## src/rtl/find_min.sv

```systemverilog
// Signed minimum of N packed W-bit elements, scanned one element per cycle.
// Latency N edges from the start-sampling edge; no backpressure: start is a held level, dropping it aborts.
module find_min #(
    parameter int N = 8,
    parameter int W = 16
) (
    input  logic           clk,
    input  logic           rst_n,
    input  logic           start,
    input  logic [N*W-1:0] numbers,
    output logic           done,
    output logic [W-1:0]   result
);

    localparam int IW = (N > 1) ? $clog2(N) : 1;
    localparam logic [IW-1:0] LAST = IW'(N - 1);

    typedef enum logic [1:0] {
        IDLE,
        INIT,
        SCAN,
        DONE
    } state_t;

    state_t          state_q;
    logic [W-1:0]    min_q;
    logic [W-1:0]    result_q;
    logic [IW-1:0]   idx_q;
    logic            done_q;

    logic [W-1:0]    elem_cur;
    logic [W-1:0]    min_d;

    // Strict less-than keeps the earlier element on ties.
    always_comb begin
        elem_cur = numbers[W*idx_q +: W];
        min_d    = ($signed(elem_cur) < $signed(min_q)) ? elem_cur : min_q;
    end

    always_ff @(posedge clk or negedge rst_n) begin
        if (!rst_n) begin
            state_q  <= IDLE;
            min_q    <= '0;
            result_q <= '0;
            idx_q    <= '0;
            done_q   <= 1'b0;
        end else begin
            case (state_q)
                IDLE: begin
                    done_q <= 1'b0;
                    if (start) begin
                        state_q <= INIT;
                    end
                end
                INIT: begin
                    if (!start) begin
                        state_q <= IDLE;
                    end else begin
                        min_q   <= numbers[W-1:0];
                        idx_q   <= IW'(1);
                        state_q <= SCAN;
                    end
                end
                SCAN: begin
                    if (!start) begin
                        state_q <= IDLE;
                    end else begin
                        min_q <= min_d;
                        if (idx_q == LAST) begin
                            result_q <= min_d;
                            done_q   <= 1'b1;
                            state_q  <= DONE;
                        end else begin
                            idx_q <= idx_q + IW'(1);
                        end
                    end
                end
                DONE: begin
                    if (!start) begin
                        done_q  <= 1'b0;
                        state_q <= IDLE;
                    end
                end
                default: begin
                    done_q  <= 1'b0;
                    state_q <= IDLE;
                end
            endcase
        end
    end

    assign done   = done_q;
    assign result = result_q;

endmodule

```

## config.mk

```make
export PLATFORM = sky130hd
export DESIGN_NAME = find_min
export DESIGN_NICKNAME = d
export VERILOG_FILES = /design/src/rtl/find_min.sv
export SDC_FILE = /design/constraint.sdc
export NUM_CORES = 1
export LEC_CHECK = 0
export ABC_CLOCK_PERIOD_IN_PS = 5300
export CAP_MARGIN = 25
export CORE_MARGIN = 2
export CORE_UTILIZATION = 45
export DETAILED_ROUTE_END_ITERATION = 10
export PLACE_DENSITY_LB_ADDON = 0.08
export SYNTH_ARGS = -nofsm -noshare
export SYNTH_HDL_FRONTEND = slang
export SYNTH_SLANG_ARGS = --single-unit
```

## constraint.sdc

```tcl
create_clock -name clk -period 5.3 [get_ports clk]
set_input_delay 1.06 -clock clk [delete_from_list [all_inputs] [get_ports clk]]
set_output_delay 1.06 -clock clk [all_outputs]
set_load 0.01 [all_outputs]
```

Word-level counts from Yosys, hierarchy flattened:

Cells that the tools add are included.

* add/subtract/negate cells: 1
* order comparisons: 1
* equality and inequality tests: 11
* shifts and indexed selects: 1
* mux-type cells: 18
* reduce and logical (&&, ||, !) cells: 8

Operator list (count)
* $shiftx A128 B8 Y16: 1
* $mux W16: 3
* $pmux W16 S2: 1
* $lt A16 B16 Y1: 1
* $ne A2 B2 Y1 const B: 6
* $mux W2: 5
* $mux W3: 3
* $reduce_and A3 Y1: 3
* $pmux W2 S4: 1
* $reduce_and A4 Y1: 2
* $pmux W3 S2: 1
* $eq A2 B2 Y1 const B: 2
* $add A3 B1 Y3 const B: 1
* $eq A3 B3 Y1 const B: 1
* $mux W1: 3
* $ne A3 B3 Y1 const B: 1
* $pmux W1 S3: 1
* $reduce_bool A3 Y1: 1
* $eq A2 B1 Y1 const B: 1
* $logic_not A2 Y1: 1
* $reduce_bool A2 Y1: 1

* flip-flop bits (word level): 38
* input port bits: 131
* output and inout bits: 17
* logic and storage cells: 45

Longest topological paths before layout:

* depth in word-level cells: 5
* depth in mapped cells: 14

Worst setup path before layout:

OpenSTA, ideal clock, no wires.

* kind: input port to flip-flop
* start: in numbers[125]
* end: reg result_q[11], in the netlist result[11]
* setup time: 0.135 ns
* data arrival time: 3.729 ns
* required time: 5.165 ns
* setup slack: 1.436 ns
* cell stages on the path: 11
* path buffers: 2
* path through: mux4_2 mux2_2 ha_1 a21o_1 a2111oi_0 and2_1 buf_2 nor2_1 clkbuf_1 a221oi_1 o211ai_1

* longest elaborated chain between the ends: 3

RTL lines
* start, declared: RTL line 10 `input logic [N*W-1:0] numbers,`
* $shiftx A128 B8 Y16: RTL line 36 `elem_cur = numbers[W*idx_q +: W];`
* $lt A16 B16 Y1: RTL line 37 `min_d = ($signed(elem_cur) < $signed(min_q)) ? elem_cur : min_q;`
* $mux W16: RTL line 37
* end signal, assigned: RTL line 70 `result_q <= min_d;`
* end, declared: RTL line 27 `logic [W-1:0] result_q;`

Every way passes these cells.
A chain may end at the register's enable or synchronous reset.

Worst setup path in the final report:

* start: in numbers[125]
* end: reg result_q[10], in the netlist result[10]

Same word-level chain as after synthesis.

==> flow_metrics.tcl <==
set metrics [dict create \
    route.vias.total 3872 \
    maximum_capacitance_violations 0 \
    run_status "finished clean" \
    layout.filler_cells 701 \
    ys_seq_elements 38 \
    totalPowerFinal_mw 2.12 \
    report.final.slew_viol_count 0 \
    syn-num-nets 524 \
    floorplan.io_pins 148 \
    worst_hold_path_type "reg2reg" \
    syn_area_sq_mm 0.00370 \
    layoutNonFillerInstCount 614 \
    crit_path_max_fanout 10 \
    clockBufferDepth 2 \
    clock-root-buffer "sky130_fd_sc_hd__clkbuf_8" \
    rr_endpoint "min_q[11]" \
    drt_first_pass_iters 7 \
    cts.hold.buffers_added 0 \
    core_sq_mm 0.00809 \
    cts_htree_levels 2 \
    p_leak_nw 2.02 \
    setup.worst_path.start "numbers[125]" \
    tightestPinTransition_ps 905 \
    slew_headroom 0.397 \
    via_count_of_the_first_global_routing_pass 3950 \
    gp_congestion 0.948 \
    via_density_per_instance 6.31 \
    insertion_delay_ps 300 \
    crit-reg2reg-launch "idx_q[1]" \
    r2r_slack_ps 990 \
    timing.critical_path.arrival_ps 4720 \
    ff2ff_path_depth 11 \
    crit_end "result[10]" \
    grt_start_max_net_pins 39 \
    final.min_clock_period_ps 4510 \
    grt_overflow_total 0 \
    syn-instance-count 371 \
    power.density_cell_area_mw_per_mm2 397 \
    critPathLaunchType "input port" \
    ys.warnings.count 0 \
    routed-wl-met3_um 695 \
    fp.dieH_um 94.7 \
    floorplan.initialDensity 0.457 \
    synth.lib_cells_used.distinct 42 \
    route.antenna.remaining_nets 0 \
    grt_setup_unrepaired "false" \
    setup_viol 0 \
    final.hold.worst_slack_ps 551 \
    post-route-drc-count 0 \
    n_antenna_cell 0 \
    final_common_cell "sky130_fd_sc_hd__clkdlybuf4s50_1" \
    share_of_synthesized_registers_carrying_an_async_set_or_reset 1.00 \
    timing.setup.critical_path_class "in2reg" \
    area_growth_syn_to_layout_pct 44.5 \
    clkSlewWorstSetupHoldPaths_ps 80 \
    final_core_util 0.661 \
    cts_tree "yes" \
    dpl-instance-area_sq_mm 0.00524 \
    clock_skew_ps 10.1 \
    totalNegativeSetupSlack_ps 0 \
    numClockSinks 38 \
    layout_common_cells "146 x sky130_fd_sc_hd__clkdlybuf4s50_1, 37 x sky130_fd_sc_hd__dfrtp_1, 36 x sky130_fd_sc_hd__nand3_1" \
    wire_per_inst_um 20.0 \
    std_cell_rows 33 \
    cp-end-kind "register" \
    critPathSlowestCell "sky130_fd_sc_hd__nor2_1" \
    area_of_the_die_sq_mm 0.00897 \
    syn_avg_cell_area_sq_um 9.98 \
    post_cts.resized_instances 0 \
    route.final.wire_length_um 12300 \
    wire_length_of_the_first_global_routing_pass_um 19800 \
    worst-endpoint-required_ps 5520 \
    dieWidth_um 94.7 \
    seq_area_frac_synth 0.257 \
    timing.final.crit_share 0.850 \
    max_clock_freq_ghz 0.222 \
    initialDrtViolationCount 243 \
    place.detailed.hpwl_um 9650 \
    post_cts.repair.setup_buffers 0 \
    max_rail_drop_vdd_uv 301 \
    grt.total_usage 0.281 \
    cts_inserted_buffers 5 \
    synth_top_flop_cell "sky130_fd_sc_hd__dfrtp_1" \
    finalHoldViolations 0 \
    grt_antenna_before_repair 0 \
    timing.critical_path.slowest_cell_delay_ps 650 \
    timing.critical_path.cells "clkdlybuf4s50_1, mux4_2, mux2_2, ha_1, a21o_1, a2111oi_0, nand2_1, nor2_1, buf_4, nand3_1, o211ai_1" \
    finalInstanceArea_sq_mm 0.00535 \
    worst_slack_ps 794 \
    drive_gt1_frac 0.149 \
    top_signal_layer_used "met4" \
    port_buffer_count 147 \
    wl_met2_um 6250 \
    layout.nets 661 \
    worst_setup_timing_slack_at_the_placement_stage_ps 524 \
    wl_met1_um 5040 \
    numPlacedInstances 606 \
    synth-edff-count 0 \
]
[cell type report]
class	count	area [sq um]	area share
clock buffer	5	68.8	0.0129
clock inverter	3	40.0	0.00749
multi-input combinational	275	2490	0.466
sequential	38	952	0.178
inverter	29	109	0.0204
tap	105	131	0.0246
timing repair buffer	159	1560	0.291
[critical path, delay by kind of cell]
family                     cells  cell delay, ps
AOI/OAI and AO/OA              3             760
adders and majority gates      1             310
muxes                          2             790
and+or+nand+nor                3            1110
buffers and inverters          2             680
[synth_stat cells, types with 2 or more instances]
library cell / instances / area share
sky130_fd_sc_hd__a2111oi_0: 3 / 0.0071
sky130_fd_sc_hd__a211oi_1: 7 / 0.014
sky130_fd_sc_hd__a21oi_1: 9 / 0.012
sky130_fd_sc_hd__a221oi_1: 24 / 0.057
sky130_fd_sc_hd__a22o_1: 4 / 0.0095
sky130_fd_sc_hd__buf_2: 6 / 0.0081
sky130_fd_sc_hd__buf_6: 3 / 0.0091
sky130_fd_sc_hd__clkbuf_1: 18 / 0.018
sky130_fd_sc_hd__dfrtp_1: 38 / 0.26
sky130_fd_sc_hd__ha_1: 22 / 0.074
sky130_fd_sc_hd__inv_1: 29 / 0.029
sky130_fd_sc_hd__mux2_2: 15 / 0.046
sky130_fd_sc_hd__mux4_2: 31 / 0.19
sky130_fd_sc_hd__nand2_1: 10 / 0.010
sky130_fd_sc_hd__nand3_1: 36 / 0.049
sky130_fd_sc_hd__nand4_1: 2 / 0.0034
sky130_fd_sc_hd__nor2_1: 32 / 0.032
sky130_fd_sc_hd__nor2b_1: 2 / 0.0034
sky130_fd_sc_hd__nor3b_1: 2 / 0.0041
sky130_fd_sc_hd__nor4_1: 14 / 0.024
sky130_fd_sc_hd__o211ai_1: 15 / 0.030
sky130_fd_sc_hd__o21ai_0: 6 / 0.0081
sky130_fd_sc_hd__o22a_1: 9 / 0.021
sky130_fd_sc_hd__o22ai_1: 16 / 0.027
[sequential cells by signal, indices dropped and copies added, names as in the netlist]
signal / cells
result: 16
state_q: 2
min_q: 16
done: 1
idx_q: 3
[routing by layer]
metal  GRT usage  vias to the layer above
li1            -                     1764
met1       0.377                     1899
met2       0.473                      171
met3      0.0423                       38
met4      0.0773                        0
met5           0                        -
[how the worst min path moves through the flow]
stage                    start         end  slack, ps  depth (start not counted)
floorplan           state_q[1]  state_q[1]        500                          2
global placement          done        done        530                          2
detailed placement  state_q[1]  state_q[1]        540                          2
CTS                 state_q[1]  state_q[1]        560                          2
global route        state_q[1]  state_q[1]        600                          2
finish              state_q[1]  state_q[1]        550                          2
[power by group]
part / switching [mW] / internal [mW]
Combinational: 0.714 / 0.644
Clock: 0.117 / 0.139
Sequential: 0.139 / 0.372
[cell families after synthesis]
family                     count (synthesis)  share of synthesized area
adders and majority gates                 22                     0.0744
and+or+nand+nor                          104                      0.142
buffers and inverters                     58                     0.0700
muxes                                     48                      0.247
DFF                                       38                      0.257
AOI/OAI and AO/OA                        101                      0.210
(Power assumes the default switching activity.)
